===== config.mk =====
export PLATFORM = sky130hd
export DESIGN_NAME = div_sched
export DESIGN_NICKNAME = d
export VERILOG_FILES = /design/src/rtl/div_sched_pkg.sv /design/src/rtl/div_sched_counter.sv /design/src/rtl/div_sched.sv
export SDC_FILE = /design/constraint.sdc
export NUM_CORES = 1
export LEC_CHECK = 0
export ABC_AREA = 1
export CAP_MARGIN = 15
export CORE_MARGIN = 2
export CORE_UTILIZATION = 25
export CTS_CLUSTER_SIZE = 20
export DETAILED_ROUTE_END_ITERATION = 6
export HOLD_SLACK_MARGIN = 0.1
export SLEW_MARGIN = 20
export SYNTH_ARGS = -nofsm -noshare
export SYNTH_HDL_FRONTEND = slang
export SYNTH_HIERARCHICAL = 1
export SYNTH_SLANG_ARGS = --single-unit

===== constraint.sdc =====
create_clock -name clock_in -period 2.8 [get_ports clock_in]
set_input_delay 0.84 -clock clock_in [delete_from_list [all_inputs] [get_ports clock_in]]
set_output_delay 0.84 -clock clock_in [all_outputs]
set_load 0.1 [all_outputs]

===== src/rtl/div_sched_pkg.sv =====
// Shared types and constants for the divide-ratio tick scheduler.
package div_sched_pkg;

  typedef enum logic [1:0] {
    IDLE = 2'd0,
    RUN  = 2'd1,
    PEND = 2'd2
  } state_e;

  localparam int TICKCNT_W = 16;

endpackage


===== src/rtl/div_sched_counter.sv =====
// Period counter: counts 0..limit while running, wraps, and registers the tick.
module div_counter #(
  parameter int WIDTH = 20
) (
  input  logic             clk_i,
  input  logic             rst_ni,
  input  logic             run_i,
  input  logic             run_next_i,
  input  logic [WIDTH-1:0] limit_i,
  input  logic [WIDTH-1:0] limit_next_i,
  output logic             tick_o
);

  logic [WIDTH-1:0] cnt_q, cnt_d;
  logic             tick_q, tick_d;

  // Tick is precomputed from next count and next limit so it lines up with the count it marks.
  always_comb begin
    cnt_d = '0;
    if (run_i && run_next_i && (cnt_q != limit_i)) begin
      cnt_d = cnt_q + 1'b1;
    end
    tick_d = run_next_i && (cnt_d == limit_next_i);
  end

  always_ff @(posedge clk_i) begin
    if (!rst_ni) begin
      cnt_q  <= '0;
      tick_q <= 1'b0;
    end else begin
      cnt_q  <= cnt_d;
      tick_q <= tick_d;
    end
  end

  assign tick_o = tick_q;

endmodule


===== src/rtl/div_sched.sv =====
// Programmable tick/clock divider with queued ratio updates.
// Optional tick counter output enabled by macro DIV_SCHED_TICKCNT_EN.
module div_sched
  import div_sched_pkg::*;
#(
  parameter int WIDTH = 20
) (
  input  logic             clock_in,
  input  logic             reset_n,
  input  logic             start,
  input  logic             stop,
  input  logic             cfg_valid,
  input  logic [WIDTH-1:0] cfg_div,
  output logic             cfg_ready,
  output logic             tick,
  output logic             clock_out,
  output logic             busy
`ifdef DIV_SCHED_TICKCNT_EN
  , output logic [TICKCNT_W-1:0] tick_cnt
`endif
);

  state_e           state_q, state_d;
  logic [WIDTH-1:0] act_q, act_d;
  logic [WIDTH-1:0] pend_q, pend_d;
  logic             clk_out_q, clk_out_d;
  logic             cfg_accept;
  logic             tick_w;

  always_comb begin
    state_d    = state_q;
    act_d      = act_q;
    pend_d     = pend_q;
    cfg_accept = cfg_valid && (state_q != PEND);
    unique case (state_q)
      IDLE: begin
        if (cfg_accept) act_d = cfg_div;
        if (start && !stop) state_d = RUN;
      end
      RUN: begin
        if (stop) begin
          state_d = IDLE;
          pend_d  = '0;
        end else if (cfg_accept) begin
          pend_d  = cfg_div;
          state_d = PEND;
        end
      end
      PEND: begin
        if (stop) begin
          state_d = IDLE;
          pend_d  = '0;
        end else if (tick_w) begin
          act_d   = pend_q;
          state_d = RUN;
        end
      end
      default: state_d = IDLE;
    endcase
    clk_out_d = (state_d == IDLE) ? 1'b0 : (clk_out_q ^ tick_w);
  end

  always_ff @(posedge clock_in) begin
    if (!reset_n) begin
      state_q   <= IDLE;
      act_q     <= '1;
      pend_q    <= '0;
      clk_out_q <= 1'b0;
    end else begin
      state_q   <= state_d;
      act_q     <= act_d;
      pend_q    <= pend_d;
      clk_out_q <= clk_out_d;
    end
  end

  div_counter #(
    .WIDTH(WIDTH)
  ) u_counter (
    .clk_i        (clock_in),
    .rst_ni       (reset_n),
    .run_i        (state_q != IDLE),
    .run_next_i   (state_d != IDLE),
    .limit_i      (act_q),
    .limit_next_i (act_d),
    .tick_o       (tick_w)
  );

  assign tick      = tick_w;
  assign clock_out = clk_out_q;
  assign busy      = (state_q != IDLE);
  assign cfg_ready = (state_q != PEND);

`ifdef DIV_SCHED_TICKCNT_EN
  logic [TICKCNT_W-1:0] tick_cnt_q;

  always_ff @(posedge clock_in) begin
    if (!reset_n) tick_cnt_q <= '0;
    else          tick_cnt_q <= tick_cnt_q + TICKCNT_W'(tick_w);
  end

  assign tick_cnt = tick_cnt_q;
`endif

endmodule

==> summary.txt, run 1 <==
Status: completed
Layout Skew: 8.94 ps
Routed len/inst: 11.9 microns
Vias in the first global route: 4,145
MaxCap Viol Count: 0
Min-Delay Endpoint: pend_q[12]$_SDFFE_PN0P_
Total GRT Usage: 14.1%
Worst-margin pin slew: 632 ps
Reg clk slew, reported paths: 60 ps
Starting density of the core: 25.4%
R2R cell count: 17
WL final: 12,500 microns
Type of destination of the critical path: flop
Design area: 5650 sq um
Reg2reg start: state_q[0]$_SDFF_PN0_
Max Fclk: 390 MHz
Crit start category: input port
Layout Utilization: 32.8%
Worst Hold Class: flop to flop
Total area of sequential cells: 1280 sq um
Power per cell area: 481 nW/um^2
Hold buffer count at CTS: 0
Post-Layout Cell Count: 1,052
Slew HR: 57.8%
Routed met2 length: 5720 microns
First-pass iteration count of the detailed router: 5
WS Path Type: input port to flop
Slowest cell on crit path: clkdlybuf4s50_1
Setup TNS: 0 ps
Final Power: 0.00272 W
Ys Warns: 6
Worst VDD drop: 0.000291 V
Total length of routed met3 wires: 453 microns
Antenna violations before repair: 0
Largest stage delay, worst path: 520 ps
Top FF cell, synth: dfxtp_1
CTS Sinks: 64
Worst Path Arrival: 2850 ps
Final Cycle Share: 91.7%
Die area: 18,600 sq um
Area growth, synth to finish: 28.8%
Number of distinct library cells after synthesis: 29
Core footprint: 17,200 sq um
Min-Delay Startpoint: pend_q[12]$_SDFFE_PN0P_
Via/cell ratio: 4.39
Area post-placement: 5270 sq um
Fraction of layout cells with a size suffix above 1: 12.0%
Worst Hold Path Cells: 2
Synth Cell Area: 4380 sq um
Number of synthesized flops with an enable pin: 0
Die height: 136 microns
Req. time, crit path: 3080 ps
Metal1 wirelength: 6070 microns
TritonCTS clock tree: done
Grt total ovfl: 0
Seq/Total Area, Yosys: 29.2%
CTS Root Buffer Type: clkbuf_16
1st-iter DRT viols: 234
Most frequent cells in the layout: nand2_1, nand3_1, inv_1, nor2_1, dfxtp_1
Setup repair after global routing missed its margin: false
Buffers on Ports: 28
Site row count: 48
GP Congestion: 0.841
Final hold violation count: 0
Cells after synthesis: 760
First-pass GRT wire length: 20,500 microns
Fin. max-slew vios: 0
HPWL Detailed: 9370 microns
Worst path most repeated cell: nand2_1
Reg-to-Reg End: u_counter/tick_o$_SDFF_PN0_
Final ANT Viol Nets: 0
Synth Register Bits: 64
Crit. Startpoint: cfg_valid
Die W: 136 microns
Number of buffers created by CTS: 9
Diode count: 0
Fillers: 1,887
Highest routed metal layer: met4
# H-tree levels: 3
Syn Nets: 786
Leading cell type in the layout, fill and taps excluded: nand2_1
Largest net degree at the start of global routing: 41
Multi-input gate area: 2560 sq um
Avg Inst Size Synth: 5.77 sq um
Max clock buf depth: 2
DP Cell Count: 1,034
Fin nets: 848
Vias: 4,615
CP Cell Sequence: clkdlybuf4s50_1 -> buf_6 -> nand2_1 -> buf_12 -> nand2_1 -> nand2_1 -> nand2_1 -> nand2_1 -> buf_4 -> nand2_1 -> nand2_1 -> nor2_1 -> nand2_1 -> nor2_1 -> nand2_1 -> nor2_1
IO Pins: 29
Leak pwr: 2.82 nW
FFs w/ async S/R, synth: 0%
Latest clock arrival within the worst-skew pair: 340 ps
Crit-path max FO: 21
Final min period: 2570 ps
Final setup violation count: 0
Reg2Reg Setup Slack: 550 ps
DRC: 0
==> stage by stage <==
stage	hold slack, ps	setup WS (ps)
finish	480	233
global route	507	10.5
CTS	482	125
detailed placement	468	-225
global placement	460	-176
floorplan	452	416
==> report_power, final <==
part	total, W	internal, W	leakage, nW	switching [W]
registers	0.00101	0.000957	0.524	0.0000482
clock network	0.00126	0.000853	0.163	0.000407
logic	0.000451	0.000198	2.13	0.000253
total	0.00272	0.00201	2.82	0.000709
==> Yosys cell counts, types with 2 or more instances <==
cell / n / area [sq um]
nor2_4: 3 / 33.8
inv_2: 2 / 7.51
a21oi_1: 23 / 115
nor3_1: 3 / 15.0
clkbuf_1: 10 / 37.5
nand2_1: 269 / 1010
inv_1: 88 / 330
o21ai_0: 3 / 15.0
nand2_2: 2 / 12.5
nor2_1: 86 / 323
xnor2_1: 5 / 43.8
xor2_1: 14 / 123
buf_2: 20 / 100
nand3b_1: 2 / 15.0
buf_1: 4 / 15.0
buf_6: 3 / 33.8
dfxtp_1: 64 / 1280
nand4_1: 18 / 113
buf_4: 3 / 22.5
nor2_2: 4 / 25.0
nand3_1: 126 / 631
==> per-layer routing <==
metal  vias to the layer above  global-route usage, %
met5                         -                      0
met4                         0                   6.02
met3                        15                   1.45
met2                        97                   22.6
met1                      2005                   19.0
li1                       2498                      -
==> sequential cells by signal, summed over array words and instances, names as in the netlist <==
signal,count
act_q,20
pend_q,20
u_counter/cnt_q,20
state_q,2
clock_out,1
u_counter/tick_o,1
==> worst max path at each step <==
stage	to	slack (ps)	depth (start not counted)
6_report	u_counter/tick_o$_SDFF_PN0_	230	16
5_1_grt	u_counter/tick_o$_SDFF_PN0_	10	19
4_1_cts	u_counter/tick_o$_SDFF_PN0_	130	18
3_5_place_dp	u_counter/tick_o$_SDFF_PN0_	-230	18
3_3_place_gp	u_counter/tick_o$_SDFF_PN0_	-180	18
2_1_floorplan	u_counter/tick_o$_SDFF_PN0_	420	16
==> worst max-delay path: cells and delay by family <==
family | cells | cell delay, ps
buffers and inverters | 4 | 1050
AND/OR/NAND/NOR | 12 | 950
==> area by class of cell <==
cell class                      instances  share of cell area [%]
Timing Repair Buffer                   91                    14.9
Clock inverter                          2                    1.06
Multi-Input combinational cell        565                    45.4
Tap cell                              225                    4.99
Clock buffer                           14                    4.85
Sequential cell                        64                    22.7
Inverter                               91                    6.09
==> cells by family after synthesis <==
kind of cell	after synthesis	share of synthesized area (%)
buffers and inverters	131	12.6
AOI/OAI and AO/OA	27	3.11
xor gates and xnor gates	20	4.17
DFF	64	29.2
adders and majority gates	1	0.285
and+or+nand+nor	517	50.6
==> repair_timing <==
action / 4_1_cts / 5_1_grt
buffers inserted: 0 / 1
setup endpoints to repair: 0 / 1
gates resized for setup: 0 / 6
endpoints found under the hold margin: 0 / 0
Power figures use the tool's default switching activity.
==> run 2, diff against run 1 <==
Settings changed: DONT_BUFFER_PORTS set to 1, TNS_END_PERCENT set to 20.
==> run 2 against run 1 <==
Against the previous run:
- clock power is 21% lower
- design area decreased by 14%
- register-to-register slack got worse by 100 ps
- via count down 4.3%
- highest routed layer unchanged
==> summary.txt, run 2 (same netlist as run 1, synthesis figures left out) <==
Antenna violations before repair: 0
Worst VDD drop: 0.000277 V
Worst-margin pin slew: 749 ps
Req. time, crit path: 3070 ps
Number of buffers created by CTS: 9
CTS Root Buffer Type: clkbuf_16
CP Cell Sequence: inv_2 -> nand2_2 -> buf_4 -> nand3_1 -> nand2_1 -> nand2_1 -> nand2_1 -> inv_1 -> nand4_1 -> nand2_1 -> nor2_1 -> nand2_1 -> nor2_1 -> nand2_1 -> nor2_1
Latest clock arrival within the worst-skew pair: 330 ps
CTS Sinks: 64
DRC: 0
Routed len/inst: 12.5 microns
Setup repair after global routing missed its margin: false
Type of destination of the critical path: flop
Setup TNS: 0 ps
Hold buffer count at CTS: 0
Area growth, synth to finish: 11.1%
Final Power: 0.00235 W
Final hold violation count: 0
Vias in the first global route: 3,980
Worst Hold Class: flop to flop
Die area: 18,600 sq um
Cts repair resizes: 0
WS Path Type: flop to flop
Worst Path Arrival: 2620 ps
Slowest cell on crit path: buf_4
Net Switching: 0.000654 W
First-pass GRT wire length: 20,100 microns
Grt total ovfl: 0
Switching share of power: 27.8%
Regs by FF count: act_q (20), pend_q (20), u_counter/cnt_q (20)
HPWL Detailed: 9060 microns
Grt met1 use: 18.8%
1st-iter DRT viols: 307
Starting density of the core: 25.4%
Site row count: 48
TritonCTS clock tree: done
Via/cell ratio: 4.52
MaxCap Viol Count: 0
Final Cycle Share: 83.9%
Max clock buf depth: 2
Largest net degree at the start of global routing: 44
Layout Skew: 7.83 ps
Fin nets: 774
Largest stage delay, worst path: 470 ps
Global Route met3 Usage: 2.54%
First-pass iteration count of the detailed router: 5
Status: completed
Grt peak-use layer: met2
Final min period: 2350 ps
Diode count: 0
GRT met2 Usage: 21.9%
Most frequent cells in the layout: nand2_1, nand3_1, inv_1, nor2_1, dfxtp_1
# H-tree levels: 3
Total GRT Usage: 13.8%
Post-CTS setup buffer count: 0
Clock power share: 42.6%
Fillers: 1,966
Max Fclk: 425 MHz
Buffers on Ports: 0
IO Pins: 29
Vias: 4,415
Power per cell area: 483 nW/um^2
Crit start category: flop
Worst path most repeated cell: nand2_1
Slew HR: 50.0%
Leak pwr: 2.43 nW
Core footprint: 17,200 sq um
Fraction of layout cells with a size suffix above 1: 5.73%
Die height: 136 microns
Die W: 136 microns
Design area: 4870 sq um
Crit-path max FO: 26
Internal: 0.00170 W
Reg clk slew, reported paths: 50 ps
Fin. max-slew vios: 0
Comb power frac: 14.8%
GP Congestion: 0.896
Leading cell type in the layout, fill and taps excluded: nand2_1
WL final: 12,200 microns
Area post-placement: 4620 sq um
Final setup violation count: 0
Sequential power share: 42.6%
Final ANT Viol Nets: 0
==> run 2: cell types whose count changed in the layout (fill, tap and decap cells not counted), sizes merged <==
cell and delta:
clkdlybuf4s50 -24, buf -49, clkinv +2, inv -1, clkbuf -2, bufinv -2
==> run 2: metrics by stage <==
| step | worst slack [ps] | std cells | utilization [%] | hold WS (ps) |
|---|---|---|---|---|
| after floorplan | 416 | 760 | - | 452 |
| after global placement | 326 | 962 | 26.8 | 461 |
| after detailed placement | 271 | 962 | 26.8 | 470 |
| after CTS | 447 | 976 | 28.3 | 483 |
| after global routing | 228 | 976 | 28.3 | 497 |
| final | 450 | 976 | 28.3 | 478 |
==> run 2: path summary, 6_finish.rpt <==
kind	from	endpoint	slack (ps)	depth (start not counted)
worst min register to register	pend_q[7]$_SDFFE_PN0P_	pend_q[7]$_SDFFE_PN0P_	480	2
worst max register to register	state_q[0]$_SDFF_PN0_	u_counter/tick_o$_SDFF_PN0_	450	15
worst max-delay path	state_q[0]$_SDFF_PN0_	u_counter/tick_o$_SDFF_PN0_	450	15
worst min-delay path	pend_q[7]$_SDFFE_PN0P_	pend_q[7]$_SDFFE_PN0P_	480	2
==> run 2: layout make-up <==
type,instances,area (sq um),share of cell area [%]
Multi-Input combinational cell,565,2560,52.5
Timing Repair Buffer,17,153,3.13
Clock inverter,1,5.00,0.103
Tap cell,225,282,5.78
Inverter,91,342,7.01
Clock buffer,13,250,5.14
Sequential cell,64,1280,26.3
==> run 2: power groups by stage <==
stage	sequential [W]	combinational, W	clock [W]
final	0.00100	0.000348	0.00100
after global routing	0.00101	0.000404	0.00107
after CTS	0.00100	0.000349	0.00103
after detailed placement	0.00102	0.000348	0
after global placement	0.00102	0.000346	0
after floorplan	0.00100	0.000291	0
==> run 2: worst max-delay path: cells and delay by family, from the launching register on <==
family,cells,cell delay (ps)
AND/OR/NAND/NOR,12,1230
buffers and inverters,3,600
flip-flops,1,450
==> run 2: metal layers <==
metal | wire [microns] | vias to the layer above | share of wire (%)
li1 | - | 2344 | -
met1 | 5790 | 1950 | 47
met2 | 5700 | 109 | 47
met3 | 568 | 12 | 4.6
met5 | 0 | - | 0
met4 | 174 | 0 | 1.4
